===== src/rtl/mem_access_unit.sv =====
// MEM-stage data-memory access unit: turns MemRead/MemWrite into a req/ack
// transaction on the data-memory port and stalls the pipeline until it completes.
module mem_access_unit #(
  parameter int ADDR_W  = 32,
  parameter int DATA_W  = 32,
  parameter int TIMEOUT = 16
) (
  input  logic              clk_i,
  input  logic              rst_i,
  input  logic              MemRead_i,
  input  logic              MemWrite_i,
  input  logic [ADDR_W-1:0] addr_i,
  input  logic [DATA_W-1:0] wdata_i,
  output logic              stall_o,
  output logic [DATA_W-1:0] rdata_o,
  output logic              err_o,
  output logic              mem_req_o,
  output logic              mem_we_o,
  output logic [ADDR_W-1:0] mem_addr_o,
  output logic [DATA_W-1:0] mem_wdata_o,
  input  logic              mem_ack_i,
  input  logic [DATA_W-1:0] mem_rdata_i
);

  localparam int CNT_W = (TIMEOUT > 2) ? $clog2(TIMEOUT) : 1;
  localparam logic [CNT_W-1:0] CNT_LAST = CNT_W'(TIMEOUT - 1);

  localparam logic [1:0] S_IDLE = 2'd0;
  localparam logic [1:0] S_BUSY = 2'd1;
  localparam logic [1:0] S_DONE = 2'd2;

  logic [1:0]        state_q, state_d;
  logic [CNT_W-1:0]  cnt_q, cnt_d;
  logic [DATA_W-1:0] rdata_q, rdata_d;
  logic              err_q, err_d;
  logic              req_q, req_d;
  logic              we_q, we_d;
  logic [ADDR_W-1:0] addr_q, addr_d;
  logic [DATA_W-1:0] wdata_q, wdata_d;
  logic              stall;
  logic              access;
  logic              aligned;

  assign access  = MemRead_i | MemWrite_i;
  assign aligned = (addr_i[1:0] == 2'b00);

  always_comb begin
    state_d = state_q;
    cnt_d   = cnt_q;
    rdata_d = rdata_q;
    err_d   = err_q;
    req_d   = req_q;
    we_d    = we_q;
    addr_d  = addr_q;
    wdata_d = wdata_q;
    stall   = 1'b0;
    case (state_q)
      S_IDLE: begin
        if (access) begin
          if (aligned) begin
            stall   = 1'b1;
            addr_d  = addr_i;
            wdata_d = wdata_i;
            we_d    = MemWrite_i;  // read+write together is a write
            req_d   = 1'b1;
            cnt_d   = '0;
            state_d = S_BUSY;
          end else begin
            err_d = 1'b1;
          end
        end
      end
      S_BUSY: begin
        stall = 1'b1;
        // ack has priority over a timeout firing in the same cycle
        if (mem_ack_i) begin
          req_d   = 1'b0;
          if (!we_q) rdata_d = mem_rdata_i;
          state_d = S_DONE;
        end else if (cnt_q == CNT_LAST) begin
          req_d   = 1'b0;
          err_d   = 1'b1;
          if (!we_q) rdata_d = '0;
          state_d = S_DONE;
        end else begin
          cnt_d = cnt_q + 1'b1;
        end
      end
      S_DONE: begin
        // inputs still carry the finished instruction; ignore them for a cycle
        state_d = S_IDLE;
      end
      default: state_d = S_IDLE;
    endcase
  end

  always_ff @(posedge clk_i or posedge rst_i) begin
    if (rst_i) begin
      state_q <= S_IDLE;
      cnt_q   <= '0;
      rdata_q <= '0;
      err_q   <= 1'b0;
      req_q   <= 1'b0;
      we_q    <= 1'b0;
      addr_q  <= '0;
      wdata_q <= '0;
    end else begin
      state_q <= state_d;
      cnt_q   <= cnt_d;
      rdata_q <= rdata_d;
      err_q   <= err_d;
      req_q   <= req_d;
      we_q    <= we_d;
      addr_q  <= addr_d;
      wdata_q <= wdata_d;
    end
  end

  // stall must be low while reset is held, even with a request on the inputs
  assign stall_o     = stall & ~rst_i;
  assign rdata_o     = rdata_q;
  assign err_o       = err_q;
  assign mem_req_o   = req_q;
  assign mem_we_o    = we_q;
  assign mem_addr_o  = addr_q;
  assign mem_wdata_o = wdata_q;

endmodule


===== config.mk =====
export PLATFORM = sky130hd
export DESIGN_NAME = mem_access_unit
export DESIGN_NICKNAME = d
export VERILOG_FILES = /design/src/rtl/mem_access_unit.sv
export SDC_FILE = /design/constraint.sdc
export NUM_CORES = 1
export LEC_CHECK = 0
export BUFFER_PORTS_ARGS = -buffer_cell sky130_fd_sc_hd__buf_2
export CAP_MARGIN = 15
export CORE_MARGIN = 1
export CORE_UTILIZATION = 30
export DETAILED_ROUTE_END_ITERATION = 7
export PLACE_DENSITY_LB_ADDON = 0.3
export SYNTH_ARGS = -nofsm -noshare
export SYNTH_HDL_FRONTEND = slang
export SYNTH_SLANG_ARGS = --single-unit
export TNS_END_PERCENT = 1

===== constraint.sdc =====
create_clock -name clk_i -period 5.8 [get_ports clk_i]
set_input_delay 0.87 -clock clk_i [delete_from_list [all_inputs] [get_ports clk_i]]
set_output_delay 0.87 -clock clk_i [all_outputs]
set_load 0.01 [all_outputs]

# After elaboration in Yosys (flattened, before gate mapping)
# Index checks and enable logic that the tools add are counted.
word_totals:
  ff_bits: 105
  input_bits: 101
  output_inout_bits: 100
  wordCells: 59
op_classes:
  addsub: 1
  eq_ne: 9
  n_mux: 27
  n_bitwise: 4
  n_reduce_logical: 10
op_table:
  columns: ["cell", "count"]
  rows:
  - ["$mux 32", 4]
  - ["$mux 4", 4]
  - ["$ne 2x2->1 const B", 6]
  - ["$mux 1", 10]
  - ["$reduce_and 5->1", 2]
  - ["$reduce_and 3->1", 3]
  - ["$mux 2", 4]
  - ["$pmux 4 s2", 1]
  - ["$pmux 1 s2", 3]
  - ["$add 4x1->4 const B", 1]
  - ["$eq 4x4->1 const B", 1]
  - ["$logic_not 2->1", 2]
  - ["$pmux 2 s2", 1]
  - ["$reduce_and 4->1", 1]
  - ["$reduce_bool 2->1", 2]
  - ["$ne 3x3->1 const B", 1]
  - ["$eq 2x1->1 const B", 1]
  - ["$not 1->1", 2]
  - ["$and 1x1->1", 1]
  - ["$or 1x1->1", 1]

# Depth between registers and ports, before layout
# Gate-level depths: netlist of the first run.
depth:
  ltp_word: 5
  mapped_depth: 8
  depth_no_buf: 5

# Least setup slack after synthesis of the first run
# Ideal clock, no wire load.
synth_path:
  path_kind: "input -> register"
  from: "in addr_i[0]"
  to: "reg wdata_q[10], in the netlist mem_wdata_o[10]"
  setup_ns: 0.127
  t_arrival_ns: 2.182
  required_ns: 5.673
  slack_ns: 3.490
  path_stages: 5
  path_buffers: 2
  path_cell_list: "or4_4 -> nor2_4 -> buf_6 -> buf_8 -> mux2_1"
synth_between:
  elab_chain_cells: 2
synth_rtl:
  columns: ["item", "line", "rtl"]
  rows:
  - ["start, declared", "12", "input logic [ADDR_W-1:0] addr_i,"]
  - ["$logic_not 2->1", "45", "assign aligned = (addr_i[1:0] == 2'b00);"]
  - ["$reduce_and 3->1 (no source line)", null, null]
  - ["end signal, assigned", "115", "wdata_q <= wdata_d;"]
  - ["end, declared", "39", "logic [DATA_W-1:0] wdata_q, wdata_d;"]
# Every way passes these cells.
# A chain may end at the register's enable or synchronous reset.

# Worst setup path after layout of the first run
layout_path:
  from: "in addr_i[0]"
  to: "reg addr_q[29], in the netlist mem_addr_o[29]"
layout_between:
  elab_chain_cells: 2
layout_rtl:
  columns: ["item", "line", "rtl"]
  rows:
  - ["$logic_not 2->1", "45", null]
  - ["$reduce_and 3->1 (no source line)", null, null]
  - ["end signal, assigned", "114", "addr_q <= addr_d;"]
  - ["end, declared", "38", "logic [ADDR_W-1:0] addr_q, addr_d;"]
# Every way passes these cells.

==> impl_metrics.py, run 1 <==
metrics = {
    "sta": {
        "setup_viol_count_final": 0,
        "maxSlewViolCount": 0,
        "fin_crit_sh_pct": 51.1,
        "min_period_ns": 2.97,
        "max_freq_ghz": 0.337,
        "clock_skew_ns": 0.00501,
        "rsz0062_at_grt": "false",
        "fin_setup_tns_ns": 0,
        "worst_pin_slew_ns": 1.16,
        "finalHoldViolCount": 0,
        "slew_headroom_pct": 22.7,
    },
    "clock_tree": {
        "cts-root-buf": "clkbuf_16",
        "clk-insertion-delay-late_ns": 0.34,
        "clock_path_buffers": 2,
        "clkTransAtPathRegs_ns": 0.07,
        "cts_max_level": 3,
        "cts_sinks": 105,
        "tritoncts": "yes",
        "cts_hold_buffers": 0,
        "cts_inserted_buffers": 9,
        "cts.repair.resized": 0,
        "cts_setup_buffers": 0,
    },
    "place": {
        "finalWeightedCongestion": 0.773,
        "port_buffers": 200,
        "hpwl_mm": 7.09,
    },
    "routing": {
        "dr.pass1.iters": 4,
        "routedWlPerCell_um": 15.5,
        "wl_mm": 9.97,
        "num_vias": 3007,
        "via_per_inst": 4.68,
        "post-route-drc-count": 0,
        "ant_nets": 0,
        "drtIter0Drc": 109,
    },
    "layout": {
        "final_common_cell": "buf_2",
        "fill_cells": 1274,
        "final_net_count": 566,
        "layout-drive-gt1-share_pct": 58.0,
        "antenna_cells": 0,
        "layout-area-overhead-vs-synth_pct": 32.7,
        "final_cell_mix": "200 x buf_2, 105 x dfrtp_1, 40 x mux2_4",
    },
    "setup_path": {
        "arrival_ns": 3.19,
        "crit_path_max_incr_delay_ns": 0.89,
        "cp-start-kind": "input port",
        "timing_worst_setup_path_type": "in -> reg",
        "slowest_stage": "nor2_4",
        "rr_worst_depth": 4,
        "crit_chain": "buf_2, or4_4, nor2_4, buf_12, mux2_2",
        "worst_ep_required_time_ns": 6.02,
        "rr_endpoint": "mem_addr_o[29]",
        "rrSetupSlack_ns": 3.06,
        "worstReg2RegStart": "state_q[1]",
        "crit_path_end_kind": "flip-flop",
        "cp_max_fo": 37,
    },
    "global_routing": {
        "grt_pass1_vias": 3000,
        "antenna_found_initial": 1,
        "grt_pass1_wl_mm": 15.3,
        "track_usage_pct": 13.9,
        "grt-ovfl-total": 0,
        "grt_max_degree": 55,
    },
    "yosys": {
        "synth_top_family_by_area": "multiplexers",
        "syn_area_um2": 4220,
        "synth_seq_area_share_pct": 62.3,
        "yosys.area_share.simple_pct": 3.95,
        "synth_nets": 367,
        "synth-xor-area-share_pct": 0,
        "synth_compound_area_share_pct": 9.29,
        "synth_edf_count": 0,
        "synthFlopType": "dfrtp_1",
        "syn_inst": 265,
        "synth_cell_types": 35,
        "synth_warnings": 0,
        "ys_ff_latch": 105,
        "muxShareOfSynthArea_pct": 20.1,
        "synthAdderAreaFrac_pct": 0.297,
        "yosysTopAreaCellShare_pct": 62.3,
        "synth_top_cell_by_area": "dfrtp_1",
        "syn_avg_cell_area_um2": 15.9,
        "synth.area.top_cells": "dfrtp_1 62%, mux2_4 14%, a22o_1 6.9%",
        "ys_async_sr_fraction_pct": 100,
    },
    "floorplanning": {
        "io_pins": 201,
        "dieArea_um2": 14500,
        "die_w_um": 121,
        "rows": 42,
        "core_um2": 13500,
        "initial_core_util_pct": 31.3,
        "die_y_um": 121,
    },
    "outcome": {
        "status": "finished, final reports clean",
    },
    "pwr": {
        "power_density_nw_per_um2": 428,
        "ir_drop_mv": 0.222,
        "power.leakage_nw": 2.87,
        "power.total_mw": 2.40,
    },
    "hold_path": {
        "hp-start": "mem_wdata_o[7]",
        "hold_path_class": "reg -> reg",
        "whs_path_depth": 1,
        "min_to": "mem_wdata_o[7]",
    },
    "flow_run": {
        "maxCapViolCount": 0,
    },
}
[worst max-delay path by stage]
stage / from / to / slack (ns) / cells past startpoint
2_1_floorplan: rst_i / cnt_q[0] / 2.17 / 1
3_3_place_gp: addr_i[0] / mem_addr_o[29] / 2.51 / 5
3_5_place_dp: addr_i[0] / mem_addr_o[29] / 2.44 / 5
4_1_cts: addr_i[0] / mem_addr_o[29] / 2.82 / 5
5_1_grt: addr_i[0] / mem_addr_o[29] / 2.75 / 5
6_report: addr_i[0] / mem_addr_o[29] / 2.83 / 5
[through the flow]
| stage | instances | util, % | instance area (um^2) | worst slack, ns | hold WS [ns] |
|---|---|---|---|---|---|
| finish | 643 | 41.6 | 5590 | 2.83 | 0.480 |
| global placement | 628 | 39.6 | 5320 | 2.51 | 0.463 |
| detailed placement | 628 | 39.6 | 5320 | 2.44 | 0.471 |
| global route | 643 | 41.6 | 5590 | 2.75 | 0.510 |
| CTS | 642 | 41.4 | 5570 | 2.82 | 0.486 |
| floorplan | 265 | - | 4220 | 2.17 | 0.482 |
[logic make-up (layout without fill, tap and decap cells)]
| kind of cell | count (synthesis) | after routing |
|---|---|---|
| AO/OA/AOI/OAI | 48 | 48 |
| adder cells (fa/ha/maj) | 1 | 1 |
| buffers and inverters | 19 | 221 |
| flip-flops | 105 | 105 |
| multiplexers | 62 | 62 |
| AND/OR/NAND/NOR | 30 | 30 |
[power by group]
group | leakage [nW] | switching (mW) | internal, mW
registers | 1.27 | 0.138 | 0.974
logic | 1.47 | 0.341 | 0.410
clock network | 0.120 | 0.246 | 0.286
[area by class of cell]
cell class / instances / area, um^2 / area share [%]
Clock inverter: 1 / 5.00 / 0.0895
Inverter: 3 / 13.8 / 0.246
Clock buffer: 13 / 240 / 4.29
Timing Repair Buffer: 204 / 1060 / 19.0
Multi-Input combinational cell: 141 / 1420 / 25.5
Tap cell: 176 / 220 / 3.94
Sequential cell: 105 / 2630 / 47.0
[layer usage]
metal / routed length (um) / share of wire (%) / vias up / global-route usage, %
met5: 13 / 0.13 / - / 0
met4: 173 / 1.7 / 2 / 6.48
met3: 967 / 9.7 / 14 / 4.91
met2: 4420 / 44 / 148 / 21.0
met1: 4400 / 44 / 1484 / 17.8
li1: - / - / 1359 / -
[cells in the mapped netlist (4+ instances only)]
library cell  count
nor3_1            4
nand2_1           5
a21oi_1           4
dfrtp_1         105
o21ai_0           4
nor2b_1           4
mux2_2           10
buf_2             8
nor2_1            5
mux2_1           12
buf_12            4
mux2_4           40
a22o_1           33
[registers in the layout (all words and copies together) (netlist names)]
signal / cells
mem_we_o: 1
err_o: 1
rdata_o: 32
cnt_q: 4
mem_req_o: 1
mem_addr_o: 32
state_q: 2
mem_wdata_o: 32
[worst max-delay path: cells and delay by family]
family | cells | cell delay, ns
buf+inv | 2 | 0.47
mux | 1 | 0.37
simple gates | 2 | 1.46
Note: power is estimated with default switching activity, not from simulation.
==> inputs of run 2 (changes only) <==
==> constraint.sdc (replaced) <==
create_clock -name clk_i -period 2.61 [get_ports clk_i]
set_input_delay 0.3915 -clock clk_i [delete_from_list [all_inputs] [get_ports clk_i]]
set_output_delay 0.3915 -clock clk_i [all_outputs]
set_load 0.01 [all_outputs]
==> run 2 against run 1 <==
Compared with the run above: sequential power grew 120%; die area is the same; clock power grew 130%; first-iteration DRC count grew 45%; critical endpoint is now mem_addr_o[26]; largest power group unchanged.
==> impl_metrics.py, run 2 (same netlist as run 1, synthesis figures left out) <==
metrics = {
    "flow_run": {
        "maxCapViolCount": 0,
    },
    "place": {
        "placed_area_um2": 5420,
        "port_buffers": 200,
        "finalWeightedCongestion": 0.725,
        "placed_cells": 637,
        "pre_cts_ws_ns": 0.320,
        "hpwl_mm": 6.99,
    },
    "pwr": {
        "power_density_nw_per_um2": 946,
        "ir_drop_mv": 0.513,
        "power.total_mw": 5.38,
        "power.leakage_nw": 2.91,
    },
    "setup_path": {
        "slowest_stage": "or4_4",
        "rrSetupSlack_ns": 0.48,
        "worst_ep_required_time_ns": 2.84,
        "cp_max_fo": 13,
        "cp-start-kind": "flip-flop",
        "crit_start": "state_q[1]",
        "timing_worst_setup_path_type": "reg -> reg",
        "crit_path_max_incr_delay_ns": 0.55,
        "critPathTopFamily": "simple AND/OR/NAND/NOR gates",
        "arrival_ns": 2.36,
        "crit_path_end_kind": "flip-flop",
        "worstReg2RegStart": "state_q[1]",
        "crit_chain": "or4_4, nor2_4, buf_4, mux2_2",
        "crit_buf_inv": 1,
    },
    "layout": {
        "final_net_count": 574,
        "stdcell_area_um2": 5690,
        "antenna_cells": 0,
        "final_cells": 653,
        "layout-area-overhead-vs-synth_pct": 35.0,
        "fill_cells": 1283,
        "final_cell_mix": "200 x buf_2, 105 x dfrtp_1, 40 x mux2_4",
        "final_common_cell": "buf_2",
        "layout-drive-gt1-share_pct": 59.3,
    },
    "global_routing": {
        "grt_max_degree": 55,
        "grt-ovfl-total": 0,
        "antenna_found_initial": 1,
        "track_usage_pct": 13.7,
        "grt_use_met1_pct": 15.8,
        "busiest_layer": "met2",
        "met2_usage_pct": 23.0,
        "grt_pass1_vias": 3108,
        "grt_use_met3_pct": 5.99,
        "grt_pass1_wl_mm": 15.2,
    },
    "sta": {
        "worst_pin_slew_ns": 0.684,
        "finalHoldViolCount": 0,
        "max_freq_ghz": 0.470,
        "setup_viol_count_final": 0,
        "fin_setup_tns_ns": 0,
        "maxSlewViolCount": 0,
        "worst_slack_ns": 0.482,
        "clock_skew_ns": 0.00485,
        "slew_headroom_pct": 54.0,
        "min_period_ns": 2.13,
        "fin_crit_sh_pct": 81.5,
        "rsz0062_at_grt": "false",
    },
    "clock_tree": {
        "cts-root-buf": "clkbuf_16",
        "tritoncts": "yes",
        "cts_max_level": 3,
        "cts_hold_buffers": 0,
        "cts_inserted_buffers": 9,
        "cts_setup_buffers": 0,
        "clk-insertion-delay-late_ns": 0.34,
        "cts_sinks": 105,
        "cts.repair.resized": 0,
        "clkTransAtPathRegs_ns": 0.07,
        "clock_path_buffers": 2,
    },
    "floorplanning": {
        "io_pins": 201,
        "die_y_um": 121,
        "initial_core_util_pct": 31.3,
        "core_um2": 13500,
        "dieArea_um2": 14500,
        "rows": 42,
        "die_w_um": 121,
    },
    "routing": {
        "dr.pass1.iters": 4,
        "drtIter0Drc": 158,
        "post-route-drc-count": 0,
        "wl_mm": 9.74,
        "ant_nets": 0,
        "routedWlPerCell_um": 14.9,
        "via_per_inst": 4.57,
        "num_vias": 2984,
    },
    "hold_path": {
        "hold_path_class": "in -> async",
    },
    "outcome": {
        "status": "finished, final reports clean",
    },
}
run 2: cell count changes in the layout (fill, tap and decap cells not counted), sizes merged:
cell	previous run	this run
clkbuf	13	12
buf	204	212
clkinv	1	2
inv	3	2
clkinvlp	0	3
run 2: layout make-up:
| type | count | area [um^2] | area share, % |
|---|---|---|---|
| clock inverters | 4 | 28.8 | 0.506 |
| well taps | 176 | 220 | 3.87 |
| flip-flops and latches | 105 | 2630 | 46.2 |
| inverters | 3 | 15.0 | 0.264 |
| multi-input cells | 141 | 1420 | 25.0 |
| repair buffers | 212 | 1130 | 19.8 |
| clock buffers | 12 | 246 | 4.33 |
run 2: power breakdown:
group	switching, mW	leakage (nW)	internal [mW]	total [mW]
Combinational	0.744	1.51	0.919	1.66
Sequential	0.302	1.27	2.16	2.47
Clock	0.579	0.129	0.674	1.25
Total	1.63	2.91	3.76	5.38
run 2: worst paths after layout:
check	endpoint	depth (start not counted)
max in group asynchronous	mem_addr_o[18]	3
worst min register to register	err_o	2
worst max-delay path	mem_addr_o[26]	4
worst min-delay path	rdata_o[10]	2
worst max register to register	mem_addr_o[26]	4
min in group clk_i	mem_wdata_o[12]	2
run 2: metrics by stage:
| step | hold WS, ns | util (%) |
|---|---|---|
| 2_1_floorplan | 0.482 | - |
| 3_3_place_gp | 0.459 | 40.3 |
| 3_5_place_dp | 0.463 | 40.3 |
| 4_1_cts | 0.127 | 42.3 |
| 5_1_grt | 0.150 | 42.3 |
| 6_report | 0.122 | 42.3 |
run 2: per-layer routing:
layer | vias to the layer above | part of all wire [%] | wire length, um
li1 | 1375 | - | -
met1 | 1476 | 42 | 4120
met2 | 127 | 49 | 4750
met3 | 6 | 8.4 | 816
met4 | 0 | 0.49 | 48
met5 | - | 0 | 0
